==> config.mk <==
export PLATFORM = sky130hd
export DESIGN_NAME = if_prefetch
export DESIGN_NICKNAME = d
export VERILOG_FILES = /design/src/rtl/if_prefetch_pkg.sv /design/src/rtl/if_prefetch_fetch_fifo.sv /design/src/rtl/if_prefetch.sv
export SDC_FILE = /design/constraint.sdc
export NUM_CORES = 1
export LEC_CHECK = 0
export CORE_ASPECT_RATIO = 0.9
export CORE_MARGIN = 3
export CORE_UTILIZATION = 50
export CTS_CLUSTER_DIAMETER = 100
export DETAILED_ROUTE_END_ITERATION = 8
export DONT_BUFFER_PORTS = 1
export PLACE_DENSITY = 0.64
export SLEW_MARGIN = 20
export SYNTH_ARGS = -nofsm -noshare
export SYNTH_HDL_FRONTEND = slang
export SYNTH_SLANG_ARGS = --single-unit
==> constraint.sdc <==
create_clock -name clk -period 10.4 [get_ports clk]
set_clock_uncertainty 0.1 [all_clocks]
set_input_delay 2.08 -clock clk [delete_from_list [all_inputs] [get_ports clk]]
set_output_delay 2.08 -clock clk [all_outputs]
set_load 0.02 [all_outputs]
==> src/rtl/if_prefetch_pkg.sv <==
// Shared constants for the instruction-fetch stage: NOP encoding, reset PC,
// default datapath width and the sequential PC step.
package if_prefetch_pkg;

   localparam int unsigned XLEN_DEFAULT     = 32;
   localparam int unsigned RESET_PC_DEFAULT = 0;
   localparam int unsigned PC_INC           = 4;
   localparam logic [31:0] NOP              = 32'h0000_0000;

endpackage

==> src/rtl/if_prefetch_fetch_fifo.sv <==
// Prefetch queue: synchronous FIFO of {pc, instruction} entries with
// flush-all clear. Power-of-two depth so pointers wrap naturally.
module if_prefetch_fetch_fifo #(
   parameter int unsigned DEPTH = 4,
   parameter int unsigned WIDTH = 64
) (
   input  logic                           clk,
   input  logic                           reset,
   input  logic                           push,
   input  logic                           pop,
   input  logic                           clear,
   input  logic [WIDTH-1:0]               wdata,
   output logic [WIDTH-1:0]               rdata,
   output logic [$clog2(DEPTH+1)-1:0]     count,
   output logic                           empty,
   output logic                           full
);

   localparam int unsigned AW = $clog2(DEPTH);
   localparam int unsigned CW = $clog2(DEPTH+1);

   logic [WIDTH-1:0] mem [DEPTH];
   logic [AW-1:0]    wr_ptr;
   logic [AW-1:0]    rd_ptr;
   logic [CW-1:0]    cnt;
   logic             do_push;
   logic             do_pop;

   assign empty   = (cnt == '0);
   assign full    = (cnt == CW'(DEPTH));
   assign do_pop  = pop && !empty;
   assign do_push = push && (!full || do_pop);
   assign rdata   = mem[rd_ptr];
   assign count   = cnt;

   always_ff @(posedge clk or negedge reset) begin
      if (!reset) begin
         wr_ptr <= '0;
         rd_ptr <= '0;
         cnt    <= '0;
      end else if (clear) begin
         wr_ptr <= '0;
         rd_ptr <= '0;
         cnt    <= '0;
      end else begin
         if (do_push) wr_ptr <= wr_ptr + AW'(1);
         if (do_pop)  rd_ptr <= rd_ptr + AW'(1);
         cnt <= cnt + CW'(do_push) - CW'(do_pop);
      end
   end

   // Storage needs no reset; the head is masked by empty at the top.
   always_ff @(posedge clk) begin
      if (do_push && !clear) mem[wr_ptr] <= wdata;
   end

endmodule

==> src/rtl/if_prefetch.sv <==
// Instruction-fetch stage with prefetch queue: issues sequential requests over
// a req/gnt/rvalid interface, buffers responses and hands one per cycle to ID.
module if_prefetch
   import if_prefetch_pkg::*;
#(
   parameter int unsigned    XLEN     = XLEN_DEFAULT,
   parameter int unsigned    DEPTH    = 4,
   parameter logic [XLEN-1:0] RESET_PC = XLEN'(RESET_PC_DEFAULT)
) (
   input  logic            clk,
   input  logic            reset,
   input  logic            Branch,
   input  logic [XLEN-1:0] BranchAddr,
   input  logic            Jump,
   input  logic [XLEN-1:0] JumpAddr,
   input  logic            IFWrite,
   output logic            imem_req,
   output logic [XLEN-1:0] imem_addr,
   input  logic            imem_gnt,
   input  logic            imem_rvalid,
   input  logic [XLEN-1:0] imem_rdata,
   output logic            if_valid,
   output logic [XLEN-1:0] Instruction_if,
   output logic [XLEN-1:0] PC,
   output logic            IF_flush
);

   localparam int unsigned CW = $clog2(DEPTH+1);
   localparam int unsigned SW = CW + 1;

   logic [XLEN-1:0]   fetch_pc, fetch_pc_n;
   logic [XLEN-1:0]   resp_pc, resp_pc_n;
   logic [CW-1:0]     outstanding, outstanding_n;
   logic [CW-1:0]     discard, discard_n;
   logic [CW-1:0]     count;
   logic [SW-1:0]     count_sum;
   logic [SW-1:0]     flight_sum;
   logic              redirect;
   logic [XLEN-1:0]   sel_addr;
   logic [XLEN-1:0]   target;
   logic              issue;
   logic              drop;
   logic              accept;
   logic              push;
   logic              pop;
   logic              empty;
   logic              full;
   logic [2*XLEN-1:0] head;

   assign redirect   = Branch | Jump;
   assign sel_addr   = Branch ? BranchAddr : JumpAddr;
   assign target     = sel_addr & ~XLEN'(3);
   assign IF_flush   = redirect;

   assign count_sum  = SW'(count) + SW'(outstanding);
   assign flight_sum = SW'(outstanding) + SW'(discard);

   // Request only while every possible response has a guaranteed queue slot.
   assign imem_req   = reset && !redirect
                       && (count_sum < SW'(DEPTH))
                       && (flight_sum < SW'(DEPTH));
   assign imem_addr  = fetch_pc;
   assign issue      = imem_req && imem_gnt;

   assign drop       = imem_rvalid && (discard != '0);
   assign accept     = imem_rvalid && !redirect && (discard == '0) && (outstanding != '0);
   assign push       = accept && (!full || pop);
   assign pop        = if_valid && IFWrite && !redirect;

   assign if_valid       = !empty;
   assign Instruction_if = if_valid ? head[XLEN-1:0] : XLEN'(NOP);
   assign PC             = if_valid ? head[2*XLEN-1:XLEN] : resp_pc;

   if_prefetch_fetch_fifo #(
      .DEPTH (DEPTH),
      .WIDTH (2*XLEN)
   ) u_fifo (
      .clk   (clk),
      .reset (reset),
      .push  (push),
      .pop   (pop),
      .clear (redirect),
      .wdata ({resp_pc, imem_rdata}),
      .rdata (head),
      .count (count),
      .empty (empty),
      .full  (full)
   );

   // A redirect turns every kept in-flight request into one to be dropped.
   always_comb begin
      fetch_pc_n    = fetch_pc;
      resp_pc_n     = resp_pc;
      outstanding_n = outstanding;
      discard_n     = discard;
      if (redirect) begin
         fetch_pc_n    = target;
         resp_pc_n     = target;
         outstanding_n = '0;
         discard_n     = CW'(flight_sum - SW'(imem_rvalid && (flight_sum != '0)));
      end else begin
         if (issue)  fetch_pc_n = fetch_pc + XLEN'(PC_INC);
         if (drop)   discard_n  = discard - CW'(1);
         if (accept) resp_pc_n  = resp_pc + XLEN'(PC_INC);
         outstanding_n = outstanding + CW'(issue) - CW'(accept);
      end
   end

   always_ff @(posedge clk or negedge reset) begin
      if (!reset) begin
         fetch_pc    <= RESET_PC;
         resp_pc     <= RESET_PC;
         outstanding <= '0;
         discard     <= '0;
      end else begin
         fetch_pc    <= fetch_pc_n;
         resp_pc     <= resp_pc_n;
         outstanding <= outstanding_n;
         discard     <= discard_n;
      end
   end

endmodule

Word-level counts from Yosys, hierarchy flattened

Memory sizes are Yosys's and may differ from the RTL's.
Index checks and enable logic that the tools add are counted.

Equal/unequal tests: 1
Add/sub/neg operators: 12
Order comparisons: 2
Reduce and logical (&&, ||, !) cells: 30
Muxes and demuxes: 17
Bitwise logic cells: 1

Operators by type and width:

| cell                    | count |
|---|---|
| $mux W32                | 7 |
| $add A32 B3 Y32 const B | 2 |
| $logic_and A1 B1 Y1     | 15 |
| $mux W3                 | 4 |
| $reduce_bool A2 Y1      | 5 |
| $sub A3 B1 Y3           | 3 |
| $add A3 B3 Y4           | 2 |
| $lt A4 B3 Y1 const B    | 2 |
| $mux W2                 | 4 |
| $add A3 B1 Y3           | 2 |
| $logic_not A3 Y1        | 2 |
| $reduce_bool A3 Y1      | 2 |
| $add A2 B1 Y2 const B   | 2 |
| $reduce_bool A4 Y1      | 1 |
| $eq A3 B3 Y1 const B    | 1 |
| $logic_not A1 Y1        | 3 |
| $sub A3 B1 Y3 const B   | 1 |
| $logic_or A1 B1 Y1      | 2 |
| $mux W1                 | 2 |
| $or A1 B1 Y1            | 1 |

Output and inout bits: 99
Input port bits: 103
Logic and storage cells: 71
Flip-flop bits (word level): 77
Memories kept: 1
Memory bits (writable): 256

Memory list:

| name       | words | bits a word | rd ports | clocked after Yosys merged registers in | write ports | RTL line                     | source |
|---|---|---|---|---|---|---|---|
| u_fifo.mem | 4     | 64          | 1        | 0                                       | 1           | if_prefetch_fetch_fifo.sv:22 | `logic [WIDTH-1:0] mem [DEPTH];` |

Logic depth before layout (Yosys ltp)

Depth in word-level cells: 10
Mapped depth: 14
Gate-level depth less buffers: 14

Hierarchy

A second synthesis with hierarchy kept.

Cell total of the unflattened synthesis: 1013
Area total of the unflattened synthesis: 14984.4 um^2

Modules (own cells, without submodules):

| module                 | cells an instance | area each (um^2) | seq. area each (um^2) | instances |
|---|---|---|---|---|
| if_prefetch_fetch_fifo | 379               | 9718.1           | 7862.5                | 1 |
| if_prefetch            | 634               | 5266.3           | 1651.6                | 1 |

Least setup slack after synthesis

OpenSTA, ideal clock, no wires.

Path type: input to output
Start: input port Branch
End: output port imem_req
Stages: 6
Path buffers: 3
Arrival: 3472 ps
Data required time: 8220 ps
Setup slack: 4748 ps
Path through: nor2_1 -> clkbuf_1 -> clkbuf_1 -> clkbuf_1 -> nand3_1 -> nor2_1

Word-level cells in the longest chain between the ends: 5

RTL lines:

| element             | RTL line          | source |
|---|---|---|
| from (decl)         | if_prefetch.sv:12 | `input logic Branch,` |
| $or A1 B1 Y1        | if_prefetch.sv:50 | `assign redirect = Branch \| Jump;` |
| $logic_not A1 Y1    | if_prefetch.sv:59 | `assign imem_req = reset && !redirect` |
| $logic_and A1 B1 Y1 | if_prefetch.sv:59 |  |
| $logic_and A1 B1 Y1 | if_prefetch.sv:60 | `&& (count_sum < SW'(DEPTH))` |
| $logic_and A1 B1 Y1 | if_prefetch.sv:61 | `&& (flight_sum < SW'(DEPTH));` |
| to (decl)           | if_prefetch.sv:17 | `output logic imem_req,` |

Every way passes these cells.

Worst setup path in the final report

Start: input port Branch
End: output port IF_flush

Word-level cells in the longest chain between the ends: 1

RTL lines:

| element      | RTL line          | source |
|---|---|---|
| $or A1 B1 Y1 | if_prefetch.sv:50 |  |
| to (decl)    | if_prefetch.sv:25 | `output logic IF_flush` |

Every way passes these cells.

==> reports/results.ini <==
[clock_network]
htree_levels=2
clk_pin_slew_ps=60
cts_resized=0
cts_made_buffers=34
clk_latency_ps=500
clk_path_buf_depth=3
cts_hold_buf=0
root_buffer=clkbuf_16
cts_tree=yes
cts.sinks=321
postCtsSetupRepairBufs=0

[detailed_routing]
drt_wl_total_microns=32700
wl_per_cell_microns=22.7
drc=0
drtIter0Drc=654
vias=8818
dr.pass1.iters=5
vias_per_cell=6.12
ant_nets=0

[synthesis]
synth-simple-area-share_pct=10.9
yosysWarnings=0
synthArstFlopShare_pct=22.7
synth.distinct_cells=63
syn_area_per_cell_sq_um=14.2
synth_edf_count=248
synth_xor_area_share_pct=0.776
syn_inst=1035
synth_top_family_by_area=multiplexers
synthMuxAreaShare_pct=11.6
synthFlopType=edfxtp_1
seq_area_frac_synth_pct=63.2
synth_seq_cells=321
synth_fa_ha_area_share_pct=2.03
syn_area_sq_um=14700
synth_compound_area_share_pct=9.03

[global_route]
grt_use_total_pct=20.7
antenna_found_initial=0
grt_max_degree=75
grt_overflow=0
grt_pass1_vias=8908
grt_pass1_wl_microns=51700

[worst_setup_path]
cp_num_buf_inv=2
cp-start-kind=input port
end_kind=output port
slowest_delay_ps=480
cp_max_fo=48
cp.arrival_ps=3040
critPathSlowestCell=buf_4
worstSetupPathType=in2out
cp.required_ps=8220
regToRegSetupSlack_ps=6650
critical_path.cell_chain=nor2_4 > buf_4 > inv_2
crit_family=buffers and inverters

[die]
io_pins=202
start_util_pct=51.6
die_x_microns=187
coreArea_sq_um=28400
core.rowCount=58
die_h_microns=168
die-area_sq_um=31400

[placement]
place_area_sq_um=15000
hpwl_microns=20800
dp_slack_ps=4930
port_buffers=0
globalplace.congestion=0.865

[timing]
setup_tns_ps=0
max_slew_margin_pct=25.8
setup_violations=0
fmax_mhz=191
rsz0062_at_grt=false
setup_slack_ps=5180
drv_slew=0
finalHoldViolCount=0
period_share_pct=50.2
worst_slew_pin_slew_ps=1100
fin_crit_ps=5220

[hold_path]
worst_hold_path_type=reg2reg

[pwr]
switchingPower_w=0.000686
seq_power_share_pct=52.6
cellLeakagePower_nw=5.50
ir_drop_mv=0.111
swShare_pct=23.9
combPwrFrac_pct=6.7
power_density_nw_per_um2=179
internal_power_w=0.00219
fin_total_pwr_w=0.00288
p_clk_share_pct=40.7

[layout]
mostFrequentLayoutCells=edfxtp_1, nand2_1, dfrtp_1
nets=1152
layout_commonest_cell=edfxtp_1
area.growth.synth_to_final_pct=9.65
num_antenna_cells=0
drive_gt1_share_pct=16.7
final_area_sq_um=16100

[status]
status=complete, no violations

[flow_run]
drv_cap=0

## logic make-up after synthesis
family | Yosys count
other | 1
and+or+nand+nor | 294
buffers and inverters | 80
AOI/OAI and AO/OA | 215
muxes | 89
DFF | 321
adders and majority gates | 22
xor gates and xnor gates | 13
## power groups by stage
| stage | clock, W | sequential (W) | combinational, W |
|---|---|---|---|
| 3_5_place_dp | 0 | 0.00154 | 0.000191 |
| 3_3_place_gp | 0 | 0.00154 | 0.000188 |
| 4_1_cts | 0.00120 | 0.00151 | 0.000193 |
| 5_1_grt | 0.00125 | 0.00152 | 0.000217 |
| 2_1_floorplan | 0 | 0.00151 | 0.000161 |
| 6_report | 0.00117 | 0.00151 | 0.000192 |
## worst reg2reg max path: stages (launching register included)
cell and delay (ps):
dfrtp_1 410, ha_1 240, fa_1 430, nor3_1 220
a41oi_1 120, nor2_1 720, nand2_1 130, ha_1 290
inv_1 50, ha_1 130, inv_1 50, fa_1 360
xor2_1 170, xnor2_1 140, nor2_1 50
## Yosys cell counts (all sizes together) (2+ instances only)
cell       n  share of area (%)
a211oi     7               0.36
a21boi     5               0.26
a21o       4               0.20
a21oi     65                2.2
a22o       2               0.12
a2bb2oi   11               0.66
a311oi     3               0.18
a31oi     19               0.81
a41oi      6               0.36
and2      54                2.3
and3      17               0.75
and3b      2               0.12
and4       3               0.18
buf       17               0.62
clkbuf    40                1.1
dfrtp     73                 12
edfxtp   248                 51
fa         3               0.41
ha        19                1.6
inv       22               0.56
mux2      26                2.0
mux4      62                9.5
nand2     81                2.1
nand2b     4               0.17
nand3     30                1.1
nand4     21                1.3
nor2      42                1.1
nor3      21               0.75
nor4       8               0.65
nor4b      2               0.12
o211a      2               0.14
o21a       5               0.26
o21ai     59                2.0
o22a       7               0.42
o22ai      4               0.17
o2bb2ai    2               0.12
o31a       4               0.24
o31ai      7               0.36
or2        4               0.17
or3        2              0.085
xnor2      8               0.48
xor2       5               0.30
## path summary, 6_finish.rpt
check	from	end	cells past startpoint
min	u_fifo.wr_ptr[0]$_DFFE_PN0P_	u_fifo.wr_ptr[0]$_DFFE_PN0P_	1
max in group asynchronous	reset	resp_pc[11]$_DFFE_PN0P_	0
max	Branch	IF_flush	3
min reg2reg	u_fifo.wr_ptr[0]$_DFFE_PN0P_	u_fifo.wr_ptr[0]$_DFFE_PN0P_	1
min in group asynchronous	reset	imem_addr[29]$_DFFE_PN0P_	0
max reg2reg	outstanding[0]$_DFF_PN0_	outstanding[2]$_DFF_PN0_	14
## area by class of cell
type,count,area [sq um]
clock inverters,20,186
fillers,2299,12400
well taps,390,488
inverters,22,82.6
clock buffers,40,895
flip-flops and latches,321,9280
multi-input cells,637,5070
repair buffers,11,82.6
## routing by layer
metal / vias up / routed length [microns] / global-route usage (%)
li1: 3995 / - / -
met2: 326 / 14700 / 31.8
met1: 4469 / 14900 / 30.7
met4: 0 / 493 / 4.80
met3: 28 / 2550 / 4.78
met5: - / 0 / 0
## state kept, by name, summed over array words and instances (netlist names)
name	count
resp_pc	30
u_fifo.wr_ptr	2
u_fifo.count	3
imem_addr	30
u_fifo.mem	248
outstanding	3
discard	3
u_fifo.rd_ptr	2
## metrics by stage
step                hold WS (ps)  instances  utilization (%)
finish                       450       1441             56.5
global route                 507       1441             56.5
CTS                          457       1441             56.5
detailed placement           448       1381             52.7
global placement             438       1381             52.7
floorplan                    375       1038                -
Note: power is estimated with default switching activity, not from simulation.
